--- config.mk ---
export PLATFORM = sky130hd
export DESIGN_NAME = reflet_uart_loader
export DESIGN_NICKNAME = d
export VERILOG_FILES = /design/src/rtl/reflet_uart_loader.sv
export SDC_FILE = /design/constraint.sdc
export NUM_CORES = 1
export LEC_CHECK = 0
export CORE_AREA = 3 3 99 101
export DETAILED_ROUTE_END_ITERATION = 16
export DIE_AREA = 0 0 102 104
export GPL_TIMING_DRIVEN = 0
export PLACE_DENSITY = 0.78
export SLEW_MARGIN = 25
export SYNTH_ARGS = -nofsm -noshare
export SYNTH_HDL_FRONTEND = slang
export SYNTH_SLANG_ARGS = --single-unit
--- constraint.sdc ---
create_clock -name clk -period 3.1 [get_ports clk]
set_input_delay 0.62 -clock clk [delete_from_list [all_inputs] [get_ports clk]]
set_output_delay 0.62 -clock clk [all_outputs]
set_load 0.02 [all_outputs]
--- src/rtl/reflet_uart_loader.sv ---
// reflet_uart_loader: receives a framed, checksummed program over UART, writes it into instruction RAM,
// acks with 'K' or 'E', and holds the CPU in reset until an image loads cleanly.
module reflet_uart_loader #(
    parameter int clk_freq     = 1000000,
    parameter int baud_rate    = 9600,
    parameter int addr_size    = 7,
    parameter int program_size = 128,
    parameter int timeout_bits = 64
) (
    input  logic                 clk,
    input  logic                 reset,
    input  logic                 rx,
    output logic                 tx,
    output logic [addr_size-1:0] mem_addr,
    output logic [7:0]           mem_data,
    output logic                 mem_write_en,
    output logic                 cpu_reset,
    output logic                 busy,
    output logic                 error
);
    localparam int bit_period = clk_freq / baud_rate;
    localparam int cw = $clog2(bit_period);
    localparam int tmo_max = timeout_bits * bit_period;
    localparam int tw = $clog2(tmo_max + 1);
    localparam logic [cw-1:0] full_cnt = cw'(bit_period - 1);
    localparam logic [cw-1:0] half_cnt = cw'(bit_period / 2 - 1);
    localparam logic [tw-1:0] tmo_end = tw'(tmo_max);
    localparam logic [7:0] max_len = 8'(program_size);
    localparam logic [7:0] magic = 8'hA5;
    localparam logic [7:0] ack_ok = 8'h4B;
    localparam logic [7:0] ack_err = 8'h45;

    typedef enum logic [2:0] {IDLE, LENGTH, DATA, CHECK, ACK} state_t;

    state_t state;
    logic rx_s1, rx_s2, rx_prev, rx_on;
    logic [cw-1:0] rx_cnt, tx_cnt;
    logic [3:0] rx_bit, tx_bit;
    logic [7:0] rx_byte, len, cnt, sum;
    logic [8:0] tx_sh;
    logic [tw-1:0] tmo;
    logic valid;
    logic start_det, rx_stop, byte_ok, frame_err, in_xfer, len_bad, chk_done, chk_good, go_ack;

    always_comb begin
        start_det = !rx_on && rx_prev && !rx_s2;
        rx_stop   = rx_on && rx_cnt == '0 && rx_bit == 4'd9;
        byte_ok   = rx_stop && rx_s2;
        frame_err = rx_stop && !rx_s2;
        in_xfer   = state == LENGTH || state == DATA || state == CHECK;
        len_bad   = state == LENGTH && byte_ok && (rx_byte == '0 || rx_byte > max_len);
        chk_done  = state == CHECK && byte_ok;
        chk_good  = chk_done && rx_byte == sum;
        go_ack    = in_xfer && (frame_err || tmo == tmo_end || len_bad || chk_done);
    end

    // Bit 0 is the start bit (re-checked at mid-bit to reject glitches), 1..8 data, 9 stop.
    always_ff @(posedge clk or negedge reset) begin
        if (!reset) begin
            rx_s1   <= 1'b1;
            rx_s2   <= 1'b1;
            rx_prev <= 1'b1;
            rx_on   <= 1'b0;
            rx_cnt  <= '0;
            rx_bit  <= '0;
            rx_byte <= '0;
        end else begin
            rx_s1   <= rx;
            rx_s2   <= rx_s1;
            rx_prev <= rx_s2;
            if (start_det) begin
                rx_on  <= 1'b1;
                rx_cnt <= half_cnt;
                rx_bit <= '0;
            end else if (rx_on) begin
                if (rx_cnt != '0) begin
                    rx_cnt <= rx_cnt - 1'b1;
                end else begin
                    rx_cnt <= full_cnt;
                    rx_bit <= rx_bit + 4'd1;
                    if ((rx_bit == '0 && rx_s2) || rx_bit == 4'd9)
                        rx_on <= 1'b0;
                    else if (rx_bit != '0)
                        rx_byte <= {rx_s2, rx_byte[7:1]};
                end
            end
        end
    end

    always_ff @(posedge clk or negedge reset) begin
        if (!reset) begin
            state        <= IDLE;
            tx           <= 1'b1;
            tx_sh        <= '1;
            tx_cnt       <= '0;
            tx_bit       <= '0;
            mem_addr     <= '0;
            mem_data     <= '0;
            mem_write_en <= 1'b0;
            cpu_reset    <= 1'b0;
            busy         <= 1'b0;
            error        <= 1'b0;
            valid        <= 1'b0;
            len          <= '0;
            cnt          <= '0;
            sum          <= '0;
            tmo          <= '0;
        end else begin
            mem_write_en <= 1'b0;
            tmo <= (!in_xfer || start_det) ? '0 : tmo + 1'b1;
            if (go_ack) begin
                // Start bit goes out on the cycle right after the deciding event.
                state  <= ACK;
                error  <= !chk_good;
                valid  <= chk_good;
                tx     <= 1'b0;
                tx_sh  <= {1'b1, chk_good ? ack_ok : ack_err};
                tx_bit <= '0;
                tx_cnt <= full_cnt;
            end else begin
                case (state)
                    IDLE: if (byte_ok && rx_byte == magic) begin
                        state     <= LENGTH;
                        cpu_reset <= 1'b0;
                        busy      <= 1'b1;
                        error     <= 1'b0;
                        valid     <= 1'b0;
                        cnt       <= '0;
                        sum       <= '0;
                    end
                    LENGTH: if (byte_ok) begin
                        len   <= rx_byte;
                        state <= DATA;
                    end
                    DATA: if (byte_ok) begin
                        mem_addr     <= addr_size'(cnt);
                        mem_data     <= rx_byte;
                        mem_write_en <= 1'b1;
                        cnt          <= cnt + 8'd1;
                        sum          <= sum + rx_byte;
                        if (cnt + 8'd1 == len)
                            state <= CHECK;
                    end
                    ACK: if (tx_cnt != '0) begin
                        tx_cnt <= tx_cnt - 1'b1;
                    end else if (tx_bit == 4'd9) begin
                        state     <= IDLE;
                        busy      <= 1'b0;
                        cpu_reset <= valid;
                    end else begin
                        tx     <= tx_sh[0];
                        tx_sh  <= {1'b1, tx_sh[8:1]};
                        tx_bit <= tx_bit + 4'd1;
                        tx_cnt <= full_cnt;
                    end
                    default: ;
                endcase
            end
        end
    end
endmodule

==> results summary <==
The routed wire length on met2 came out at 5300 µm. After layout, the worst setup slack is 0.185 ns. The number of I/O pins came out at 23.

STA classifies the critical path endpoint as a register. For this design the ratio of total power to cell area is 449 nW/µm². The number of hold violations in the final report is 0. The critical path in this run is classified as reg2reg. For the final database, setup skew stands at 0.0125 ns. Before CTS, the worst setup slack after placement is 0.215 ns. The number of search-and-repair iterations in the first detailed-routing pass came out at 5. The synthesized area per cell is 9.70 µm². The final critical delay including setup and external delays is 2.92 ns. The run finished with clean final reports.

The final standard cell area without fillers came out at 5980 µm². After clock tree synthesis, the clock-pin slew on the worst setup and hold paths is 0.10 ns. The power dissipated by switching net loads is 0.000702 W. The register-to-register setup slack came out at 0.18 ns.

The number of cells traversed by the worst register-to-register path is 7. Summed over all nets, the half-perimeter wirelength after detailed placement is 8040 µm. The headroom to the max-slew limit came out at 44.0%. Combinational cells account for 10.4% of the total power. Traced cell by cell, the critical path runs through or4_1 > buf_2 > nor2_2 > a31oi_1 > o2111ai_1 > clkbuf_1 > o21ai_0.

The number of hold buffers added after CTS was 0. The count of port buffers added during placement came out at 22. The overall fraction of global-route tracks in use is 22.9%. The count of different cell masters after synthesis came out at 65.

The floorplan step defined a core boundary enclosing 9110 µm². The internal power of the cells came out at 0.00198 W. The startpoint identified for the worst register-to-register timing path is rx_cnt[3]. dfrtp_1 takes more of the synthesized area than any other cell. Data on the critical path arrives at its endpoint at 3.15 ns. The wire length the detailed router placed on met1 is 5260 µm. The setup-violating endpoint count in the final report came out at 0.

The highest attainable clock frequency came out at 343 MHz. The static leakage power is 2.76 nW. The longest individual stage delay on the worst path is 0.52 ns. For this configuration, the core starts out at a cell density of 58.9%.

The fraction of layout cells with a size suffix above 1 came out at 11.3%. The number of sinks driven by the clock tree is 103. The fraction of power spent switching nets is 26.1%. The launching element type of the critical path is a register. The number of global-route vias before repair came out at 4071. The sum of overflow across all layers after global routing is 0.

The number of synthesized flops with an enable pin is 0. The most critical setup path has its endpoint at sum[6]. Setup total negative slack on the finished layout was measured at 0 ns. The floorplan has 35 rows. The net count reported at finish is 610. The count of buffer and inverter cells on the critical path came out at 2. The routed wire length came out at 11300 µm. The share of synthesized area occupied by flip-flops and latches is 48.3%.

The fraction of synthesized cell area taken by the top area cell type is 42.4%. The max-slew violation count came out at 0. In the synthesized netlist the async set-or-reset flop fraction comes to 100%. The H-tree depth reported by CTS is 3. The number of antenna violations at the first check in global routing is 0. Yosys printed 0 warnings. Per report_power, the clock group accounts for 35.5% of the total. Setup repair after global routing left no endpoint under its margin. By area the synthesized netlist is led by dfrtp_1, nand2_1, dfstp_2.

The die outline area is 10600 µm². Entering global routing, the biggest net connects 58 pins. The period utilization came out at 94.0%. The flip-flop and latch count after synthesis came out at 103. The diode insertion count for antenna repair came out at 0. In this run the worst setup path begins at rx_cnt[3]. Among all flip-flop cells after synthesis, the most frequent one is dfrtp_1. The sequential share of power is 54.1%. Among all stages on the critical path, the largest delay is contributed by or4_1. Max-cap violations in this run came to 0.

The global placement routability congestion came out at 0.886. Signal routing reaches up to met4. The largest fanout on the critical path came out at 10. The cell area after synthesis came out at 5370 µm². The post-place instance area is 5750 µm². The buffer levels on the longest clock path is 2. The number of vias after detailed routing came out at 4194. The number of design rule violations left after detail routing is 0. The worst hold path belongs to the class in2async.

The cell family contributing the most delay on the critical path is simple AND/OR/NAND/NOR gates. The first global-routing pass estimated 19600 µm of wire. The actual slew at the worst max-slew pin came out at 0.834 ns. The required time of the critical path came out at 3.33 ns. The chip width came out at 102 µm.

The core utilization of the finished layout is 65.7%. Clock tree synthesis selected as its root buffer the cell clkbuf_8. The clock tree from TritonCTS is built. The number of buffers added by the clock tree synthesis step is 9. From synthesis to final layout, the design area changed by 11.5%. The maximum ir drop on the vdd rail is 0.265 mV. The count of mapped cells out of synthesis came out at 553.

The overall die height came out at 104 µm. The average vias per placed instance came out at 5.97. The filler cells instantiated in the layout total 722. The routed wire length per instance came out at 16.1 µm. The met3 wire length came out at 531 µm. The critical path crosses 7 cells after its start point. In this run, the number of DRC markers left after iteration 0 of detailed routing was 284. The worst reg2reg path endpoint is sum[6]. The worst-skew pair later-pin latency is 0.37 ns. The residual antenna-violating net count after detailed routing is 0. The number of nets in the synthesized netlist is 576.
-- cell usage after synthesis (3+ instances only) --
cell and instances:
a21o_1 3, a21oi_1 17, a22o_1 6, a31oi_1 13, and3_1 6, buf_2 6
buf_6 3, clkbuf_1 17, dfrtp_1 91, dfstp_2 12, ha_1 19, inv_1 22
mux2_2 15, nand2_1 94, nand2b_1 5, nand3_1 18, nand4_1 11, nor2_1 37
nor2b_1 4, nor3_1 10, nor4_1 8, o21ai_0 37, o22ai_1 3, or3_1 5
or4_1 4, xnor2_1 17, xor2_1 19
-- layout by cell type (no fill, tap or decap), types with 3 or more instances in the layout --
cell             instances
nand2_1                 94
dfrtp_1                 91
nor2_1                  37
o21ai_0                 37
inv_1                   22
clkdlybuf4s50_1         21
xor2_1                  19
ha_1                    19
nand3_1                 18
clkbuf_1                17
a21oi_1                 17
xnor2_1                 17
mux2_2                  15
a31oi_1                 13
dfstp_2                 12
nand4_1                 11
nor3_1                  10
clkbuf_8                 9
nor4_1                   7
buf_2                    6
and3_1                   6
a22o_1                   6
or3_1                    5
nand2b_1                 5
nor2b_1                  4
or4_1                    4
buf_6                    4
a21o_1                   3
o22ai_1                  3
-- worst register-to-register path: cells and delay by family, from the launching register on --
family          cells  cell delay [ns]
compound gates      3             0.83
flops               1             0.42
simple gates        2             0.91
buf+inv             2             0.60
-- power by group through the flow --
stage,registers (W),logic [W],clock network (W)
final,0.00145,0.000279,0.000953
after global routing,0.00146,0.000325,0.00103
after CTS,0.00146,0.000281,0.000975
after detailed placement,0.00148,0.000280,0
after global placement,0.00148,0.000262,0
after floorplan,0.00147,0.000205,0
-- final cells by class --
| cell class | count | area (µm²) | area share (%) |
|---|---|---|---|
| sequential | 103 | 2590 | 43.3 |
| multi-input combinational | 401 | 2560 | 42.9 |
| timing repair buffer | 23 | 249 | 4.16 |
| tap | 111 | 139 | 2.32 |
| buffer | 26 | 128 | 2.13 |
| clock buffer | 9 | 124 | 2.07 |
| clock inverter | 7 | 101 | 1.69 |
| inverter | 23 | 86.3 | 1.44 |
-- registers in the layout, indices dropped and copies added, names as in the netlist, 3 cells and up --
signal / cells
len: 8
mem_addr: 7
tmo: 13
sum: 8
rx_bit: 4
rx_byte: 8
rx_cnt: 7
tx_cnt: 7
tx_sh: 8
tx_bit: 4
state: 3
mem_data: 8
cnt: 8
-- cells by family after synthesis --
group | after synthesis | synth area share [%]
simple gates | 220 | 20.2
flops | 103 | 48.3
compound gates | 108 | 13.3
mux | 17 | 3.52
buf+inv | 49 | 3.99
xor+xnor | 36 | 5.88
fa+ha+maj | 20 | 4.80
-- through the flow --
stage                     std cells  hold slack (ns)  power [W]
final                           703            0.168    0.00269
after global routing            703            0.185    0.00282
after CTS                       703            0.177    0.00271
after detailed placement        687            0.358    0.00176
after global placement          686            0.355    0.00174
after floorplan                 553            0.324    0.00167
-- what timing repair did --
| item | CTS | global route |
|---|---|---|
| endpoints found under the setup margin | 0 | 1 |
| setup buffers | 0 | 0 |
| endpoints found under the hold margin | 0 | 0 |
| resized for setup | 0 | 1 |
-- routing by layer --
metal  global-route usage (%)  up-vias
met5                        0        -
met4                     6.28        0
met3                     4.76       21
met2                     34.8      127
met1                     33.5     2033
li1                         -     2013
-- worst min-delay path by stage --
stage / end / slack, ns / cells after the start
detailed placement: rx_s2 / 0.36 / 0
floorplan: busy / 0.32 / 0
CTS: rx_cnt[2] / 0.18 / 1
global route: mem_addr[5] / 0.18 / 1
finish: cnt[3] / 0.17 / 1
global placement: rx_s2 / 0.36 / 0
Note: power is estimated with default switching activity, not from simulation.
